--- src/rtl/draw_image_blitter.sv ---
// draw_image_blitter
//   Walks an IMG_W x IMG_H image stored row-major in an external synchronous
//   ROM and issues one VGA plot request per pixel, offset by a run-time
//   origin. Pixels that land off-screen or that match the transparent key
//   are suppressed, but x/y/colour still update for them.
//
// Ports
//   clk        clock
//   resetn     synchronous active-low reset
//   start      begin a blit (sampled only while idle)
//   base_addr  ROM address of pixel (0,0), latched on accepted start
//   origin_x   screen x of pixel (0,0), latched on accepted start
//   origin_y   screen y of pixel (0,0), latched on accepted start
//   busy       high while addresses are issued or the ROM pipeline drains
//   done       one-cycle completion pulse
//   rom_addr   registered ROM address
//   rom_data   ROM output, ROM_LATENCY cycles after rom_addr
//   plot       VGA write enable
//   x, y       pixel coordinates to VGA
//   colour     pixel colour (rom_data passthrough)
//
// state | meaning
// ------+----------------------------------------------------------
// IDLE  | waiting for start
// RUN   | one ROM address issued per cycle, pixel 0 .. N-1
// DRAIN | ROM_LATENCY cycles letting the last pixels leave the ROM
// DONE  | done pulse, then back to IDLE

module draw_image_blitter #(
    parameter int IMG_W       = 80,
    parameter int IMG_H       = 40,
    parameter int ADDR_W      = 12,
    parameter int COLOUR_W    = 9,
    parameter int X_W         = 8,
    parameter int Y_W         = 7,
    parameter int SCREEN_W    = 160,
    parameter int SCREEN_H    = 120,
    parameter int ROM_LATENCY = 1,
    parameter bit TRANSP_EN   = 1'b1,
    parameter logic [COLOUR_W-1:0] TRANSP_KEY = '0
) (
    input  logic                clk,
    input  logic                resetn,
    input  logic                start,
    input  logic [ADDR_W-1:0]   base_addr,
    input  logic [X_W-1:0]      origin_x,
    input  logic [Y_W-1:0]      origin_y,
    output logic                busy,
    output logic                done,
    output logic [ADDR_W-1:0]   rom_addr,
    input  logic [COLOUR_W-1:0] rom_data,
    output logic                plot,
    output logic [X_W-1:0]      x,
    output logic [Y_W-1:0]      y,
    output logic [COLOUR_W-1:0] colour
);

    localparam int COL_W = (IMG_W > 1) ? $clog2(IMG_W) : 1;
    localparam int ROW_W = (IMG_H > 1) ? $clog2(IMG_H) : 1;
    localparam logic [COL_W-1:0] COL_LAST   = COL_W'(IMG_W - 1);
    localparam logic [ROW_W-1:0] ROW_LAST   = ROW_W'(IMG_H - 1);
    localparam logic [X_W:0]     SCR_W_LIM  = (X_W+1)'(SCREEN_W);
    localparam logic [Y_W:0]     SCR_H_LIM  = (Y_W+1)'(SCREEN_H);
    localparam logic [1:0]       DRAIN_LOAD = 2'(ROM_LATENCY - 1);

    typedef enum logic [1:0] {
        S_IDLE,
        S_RUN,
        S_DRAIN,
        S_DONE
    } state_t;

    // One entry per ROM pipeline stage; the origin add happens before the
    // delay line so the last stage feeds x/y straight from flops.
    typedef struct packed {
        logic           valid;
        logic           in_bounds;
        logic [X_W-1:0] px;
        logic [Y_W-1:0] py;
    } tag_t;

    state_t           state_q;
    state_t           state_d;
    logic [COL_W-1:0] col;
    logic [ROW_W-1:0] row;
    logic [X_W-1:0]   org_x;
    logic [Y_W-1:0]   org_y;
    logic [1:0]       drain_cnt;
    logic             last_px;
    logic [X_W:0]     x_sum;
    logic [Y_W:0]     y_sum;
    tag_t             tag_in;
    tag_t             dl [ROM_LATENCY];
    logic             key_hit;

    assign last_px = (col == COL_LAST) && (row == ROW_LAST);

    // ---------------------------------------------------------------
    // FSM
    // ---------------------------------------------------------------
    always_ff @(posedge clk) begin
        if (!resetn) begin
            state_q <= S_IDLE;
        end else begin
            state_q <= state_d;
        end
    end

    always_comb begin
        state_d = state_q;
        case (state_q)
            S_IDLE:  if (start)            state_d = S_RUN;
            S_RUN:   if (last_px)          state_d = S_DRAIN;
            S_DRAIN: if (drain_cnt == 2'd0) state_d = S_DONE;
            S_DONE:                        state_d = S_IDLE;
            default:                       state_d = S_IDLE;
        endcase
    end

    assign busy = (state_q == S_RUN) || (state_q == S_DRAIN);
    assign done = (state_q == S_DONE);

    // ---------------------------------------------------------------
    // Address walk: col/row always describe the pixel at rom_addr.
    // ---------------------------------------------------------------
    always_ff @(posedge clk) begin
        if (!resetn) begin
            rom_addr  <= '0;
            col       <= '0;
            row       <= '0;
            org_x     <= '0;
            org_y     <= '0;
            drain_cnt <= '0;
        end else begin
            case (state_q)
                S_IDLE: begin
                    if (start) begin
                        rom_addr <= base_addr;
                        org_x    <= origin_x;
                        org_y    <= origin_y;
                        col      <= '0;
                        row      <= '0;
                    end
                end
                S_RUN: begin
                    if (last_px) begin
                        drain_cnt <= DRAIN_LOAD;
                    end else begin
                        rom_addr <= rom_addr + 1'b1;
                        if (col == COL_LAST) begin
                            col <= '0;
                            row <= row + 1'b1;
                        end else begin
                            col <= col + 1'b1;
                        end
                    end
                end
                S_DRAIN: begin
                    if (drain_cnt != 2'd0) begin
                        drain_cnt <= drain_cnt - 1'b1;
                    end
                end
                default: ;
            endcase
        end
    end

    // ---------------------------------------------------------------
    // Screen position and clip test, one bit wider so wrap-around past
    // the top of the coordinate range still counts as off-screen.
    // ---------------------------------------------------------------
    assign x_sum = {1'b0, org_x} + (X_W+1)'(col);
    assign y_sum = {1'b0, org_y} + (Y_W+1)'(row);

    always_comb begin
        tag_in           = '0;
        tag_in.valid     = (state_q == S_RUN);
        tag_in.in_bounds = (x_sum < SCR_W_LIM) && (y_sum < SCR_H_LIM);
        tag_in.px        = x_sum[X_W-1:0];
        tag_in.py        = y_sum[Y_W-1:0];
    end

    always_ff @(posedge clk) begin
        if (!resetn) begin
            for (int i = 0; i < ROM_LATENCY; i++) begin
                dl[i] <= '0;
            end
        end else begin
            dl[0] <= tag_in;
            for (int i = 1; i < ROM_LATENCY; i++) begin
                dl[i] <= dl[i-1];
            end
        end
    end

    // ---------------------------------------------------------------
    // Outputs: the last delay stage lines up with rom_data.
    // ---------------------------------------------------------------
    assign key_hit = TRANSP_EN && (rom_data == TRANSP_KEY);
    assign plot    = dl[ROM_LATENCY-1].valid && dl[ROM_LATENCY-1].in_bounds && !key_hit;
    assign x       = dl[ROM_LATENCY-1].px;
    assign y       = dl[ROM_LATENCY-1].py;
    assign colour  = rom_data;

endmodule
--- config.mk ---
export PLATFORM = sky130hd
export DESIGN_NAME = draw_image_blitter
export DESIGN_NICKNAME = d
export VERILOG_FILES = /design/src/rtl/draw_image_blitter.sv
export SDC_FILE = /design/constraint.sdc
export NUM_CORES = 1
export LEC_CHECK = 0
export ABC_AREA = 1
export CORE_MARGIN = 1
export CORE_UTILIZATION = 50
export CTS_CLUSTER_DIAMETER = 50
export DETAILED_ROUTE_END_ITERATION = 6
export GPL_ROUTABILITY_DRIVEN = 0
export PLACE_DENSITY = 0.77
export SYNTH_ARGS = -nofsm -noshare
export SYNTH_HDL_FRONTEND = slang
export SYNTH_SLANG_ARGS = --single-unit
export TNS_END_PERCENT = 30
--- constraint.sdc ---
create_clock -name clk -period 4.11 [get_ports clk]
set_input_delay 1.233 -clock clk [delete_from_list [all_inputs] [get_ports clk]]
set_output_delay 1.233 -clock clk [all_outputs]
set_load 0.05 [all_outputs]
Yosys cells after proc, flatten, opt, wreduce, memory -nomap -nowiden. Memories as Yosys holds them, arrays and structs flattened. Index checks and enable logic that the tools add are counted.

Add/sub/neg operators: 6. $lt $le $gt $ge: 2. Equality and inequality tests: 11. Multiplexer cells: 22. Reductions and logical operators: 18.

Operators by type and width (number): 12-bit 2-to-1 mux (2); 12-bit one-hot mux with 2 select lines (1); 7-bit 2-to-1 mux (3); 6-bit 2-to-1 mux (3); 17-bit 2-to-1 mux (1); 17-bit OR reduction (1); 7-bit one-hot mux with 2 select lines (1); 12-bit by 1-bit adder with 12-bit output (second input constant) (1); 6-bit one-hot mux with 2 select lines (1); 2-bit 2-to-1 mux (5); 8-bit by 7-bit adder with 9-bit output (1); 9-bit zero test (1); 9-bit by 8-bit < comparator with 1-bit output (second input constant) (1); 3-bit AND reduction (3); 7-bit by 6-bit adder with 8-bit output (1); 8-bit by 7-bit < comparator with 1-bit output (second input constant) (1); 2-bit != test (second input constant) (4); 2-bit one-hot mux with 4 select lines (1); 7-bit by 1-bit adder with 7-bit output (second input constant) (1); 7-bit == test (second input constant) (1); 6-bit by 1-bit adder with 6-bit output (second input constant) (1); 6-bit == test (second input constant) (1); 2-bit nonzero test (3); 2-bit == test (second input constant) (2); other kinds (11) (18).

Bits in registers: 44. Bits in writable memories: 17. Bits of input ports: 39. Output and inout port bits: 39. Word-level logic and storage cells: 67. Memories kept: 1.

Memories: dl (words 1, bits a word 17, rd ports 1, clocked after memory_dff 0, write ports 1, RTL line 93) `tag_t dl [ROM_LATENCY];`.

Longest topological paths before layout.
Word-level depth: 4. Gate-level depth with buffers: 12. Mapped depth without buffers: 12.

Worst setup path before layout. Ideal clock, no wire load.

Path kind: input to output. Start: in rom_data[7]. End: out plot. Data arrival time: 2.149 ns. Required time: 2.877 ns. Setup slack: 0.728 ns. Stages: 2. Buffers on the path: 0. Path through: nor3_1 a31oi_1.

Word-level cells in the longest chain between the ends: 3.

Ends and longest elaborated chain: from (decl) (RTL line 51) `input logic [COLOUR_W-1:0] rom_data,`; 9-bit zero test (RTL line 199) `assign key_hit = TRANSP_EN && (rom_data == TRANSP_KEY);`; 1-bit zero test (RTL line 200) `assign plot = dl[ROM_LATENCY-1].valid && dl[ROM_LATENCY-1].in_bounds && !key_hit;`; 1-bit logical AND (RTL line 200); to (decl) (RTL line 52) `output logic plot,`.

No other way between the ends.

Worst setup path after layout.
Start: in rom_data[6]. End: out colour[6].

RTL lines: to (decl) (RTL line 55) `output logic [COLOUR_W-1:0] colour`.

No word-level cell between the ends.

==> run_results.csv <==
group,metric,value,unit
timing,maxSlewHeadroom,0.500,
routing,num_vias,3608,
global_routing,grt_use_met1,0.295,
timing,worst_pin_slew,0.750,ns
clock_tree,ctsHoldBuffers,0,
timing,rsz0062_at_grt,"false",
global_routing,grt_overflow,0,
worst_setup_path,cpMaxStageDelayCell,"clkdlybuf4s50_1",
timing,period_minus_slack,3.77,ns
worst_setup_path,startpoint,"rom_data[6]",
clock_tree,htree_levels,3,
global_routing,busiest_layer,"met2",
power_and_ir_drop,powerDensity,592,mW/mm²
worst_setup_path,crit_cells,2,
die,die_y,88.1,µm
finish,layout_commonest_cell,"nand2_1",
global_routing,grt_util_met3,0.0330,
timing,setup-violations-final,0,
die,fp.coreArea,0.00721,mm²
clock_tree,postCtsSetupBuffers,0,
worst_setup_path,slowest_delay,0.82,ns
timing,worst_clock_skew,0.00665,ns
global_routing,grt_max_degree,31,
worst_hold_path,worstHoldStart,"rom_addr[11]$_SDFFE_PN0P_",
worst_setup_path,reg2reg_depth,8,
finish,n_antenna_cell,0,
timing,finalCritPeriodShare,0.918,
timing,drv_slew,0,
synth,ys_warn_count,0,
synth,synth_area_per_cell,6.64,µm²
synth,syn_area,0.00371,mm²
global_routing,first_global_vias,3302,
status,outcome,"finished, final reports clean",
routing,vias_per_cell,5.03,
worst_setup_path,cp_top_family,"buffers and inverters",
finish,nNetsFinal,675,
die,num_io_pins,78,
global_routing,grt.met2_usage,0.397,
global_routing,grt_usage,0.231,
routing,ant_nets,0,
worst_setup_path,crit_arrival,2.54,ns
clock_tree,clock-sinks,61,
routing,firstDrtPassIters,7,
power_and_ir_drop,ir_drop,0.491,mV
clock_tree,clk_pin_slew,0.06,ns
global_routing,antenna_found_initial,0,
worst_setup_path,cp-end-kind,"output pin",
power_and_ir_drop,p_leak,2.06,nW
worst_setup_path,critical_path.reg2reg.startpoint,"state_q[1]$_SDFFE_PN0P_",
finish,drive_gt1_frac,0.0583,
synth,ys.flop_type,"dfxtp_1",
routing,route.detailed.drc,0,
synth,synth_nets,620,
finish,syn_to_final_growth,23.8,%
power_and_ir_drop,power,2.72,mW
finish,finish.utilization,0.636,
clock_tree,cts_inserted_buffers,9,
die,dieArea,0.00776,mm²
synth,synth_edf_count,0,
worst_setup_path,crit_buf_inv,2,
routing,drt_wl_total,8.53,mm
global_routing,grt_first_pass_wirelength,14.1,mm
place,dpl.hpwl,6.29,mm
place,io_buffers,77,
clock_tree,cts_tree,"built",
synth,ys_seq_area_frac,0.330,
worst_setup_path,crit_chain,"clkdlybuf4s50_1 -> clkdlybuf4s50_1",
routing,drt_iter0_markers,117,
synth,async_flop_share,0,
worst_hold_path,hp-class,"flop to flop",
timing,timing.fmax,0.265,GHz
clock_tree,insertion_delay,0.34,ns
clock_tree,cts_buffer_depth,2,
routing,routedWlPerCell,11.9,µm
worst_setup_path,path_class,"input port to output pin",
die,placement_rows,31,
clock_tree,cts_resized,0,
synth,synth_cell_type_count,32,
finish,layout_common_cells,"161 x nand2_1, 76 x clkdlybuf4s50_1, 72 x nor2_1",
worst_setup_path,worst-path-max-fanout,2,
worst_setup_path,worstSetupStartpointType,"input port",
job,drv_cap,0,
worst_setup_path,cpMostUsedCell,"clkdlybuf4s50_1",
worst_hold_path,holdPathStages,2,
synth,synth_cells,558,
timing,hold_viol,0,
worst_setup_path,required,2.88,ns
die,die_w,88.1,µm
die,start_util,0.514,
timing,fin_tns_setup,0,ns
synth,ys_ff_latch,61,
clock_tree,cts-root-buf,"clkbuf_8",
## state kept, by name, summed over array words and instances (netlist names)
| name | flops |
|---|---|
| dl | 17 |
| rom_addr | 12 |
| org_x | 8 |
| col | 7 |
| org_y | 7 |
| row | 6 |
| drain_cnt | 2 |
| state_q | 2 |
## where the power goes
group	leakage [nW]	switching (mW)	total (mW)	internal, mW
Sequential	0.500	0.138	0.886	0.749
Combinational	1.46	0.878	1.31	0.433
Clock	0.101	0.238	0.520	0.283
Total	2.06	1.25	2.72	1.46
## cells in the mapped netlist (5+ instances only)
library cell / count / area [µm²]
a21oi_1: 29 / 145
buf_4: 24 / 180
clkbuf_1: 8 / 30.0
dfxtp_1: 61 / 1220
ha_1: 21 / 263
inv_1: 59 / 221
nand2_1: 161 / 604
nand3_1: 36 / 180
nand4_1: 11 / 68.8
nor2_1: 72 / 270
nor3_1: 6 / 30.0
o21ai_0: 30 / 150
or2_2: 5 / 31.3
xor2_1: 6 / 52.6
## cell type report
cell class / instances / area (µm²)
Timing Repair Buffer: 79 / 783
Clock buffer: 13 / 179
Sequential cell: 61 / 1220
Inverter: 61 / 229
Clock inverter: 3 / 17.5
Fill cell: 659 / 2630
Tap cell: 99 / 124
Multi-Input combinational cell: 401 / 2030
## cells by family after synthesis
logic type	after synthesis	share of synthesized area
buffers and inverters	96	0.122
XOR/XNOR	8	0.0189
adder cells (fa/ha/maj)	23	0.0817
flip-flops	61	0.330
AO/OA/AOI/OAI	64	0.0895
AND/OR/NAND/NOR	306	0.359
## path summary, 6_finish.rpt
kind | end | slack, ns
hold / removal | rom_addr[11]$_SDFFE_PN0P_ | 0.49
hold reg to reg | rom_addr[11]$_SDFFE_PN0P_ | 0.49
setup / recovery | colour[6] | 0.34
setup reg to reg | col[1]$_SDFFE_PN0P_ | 1.31
## per-stage QoR
| stage | setup WS [ns] | std cells | area (µm²) | hold slack [ns] |
|---|---|---|---|---|
| 2_1_floorplan | 0.728 | 558 | 3710 | 0.450 |
| 3_3_place_gp | 0.358 | 701 | 4390 | 0.460 |
| 3_5_place_dp | 0.348 | 701 | 4390 | 0.481 |
| 4_1_cts | 0.339 | 717 | 4590 | 0.496 |
| 5_1_grt | 0.317 | 717 | 4590 | 0.518 |
| 6_report | 0.337 | 717 | 4590 | 0.489 |
## routing by layer
layer | vias up | share of wire
li1 | 1869 | -
met1 | 1648 | 0.45
met2 | 79 | 0.49
met3 | 12 | 0.040
met4 | 0 | 0.015
met5 | - | 0
Note: power is estimated with default switching activity, not from simulation.
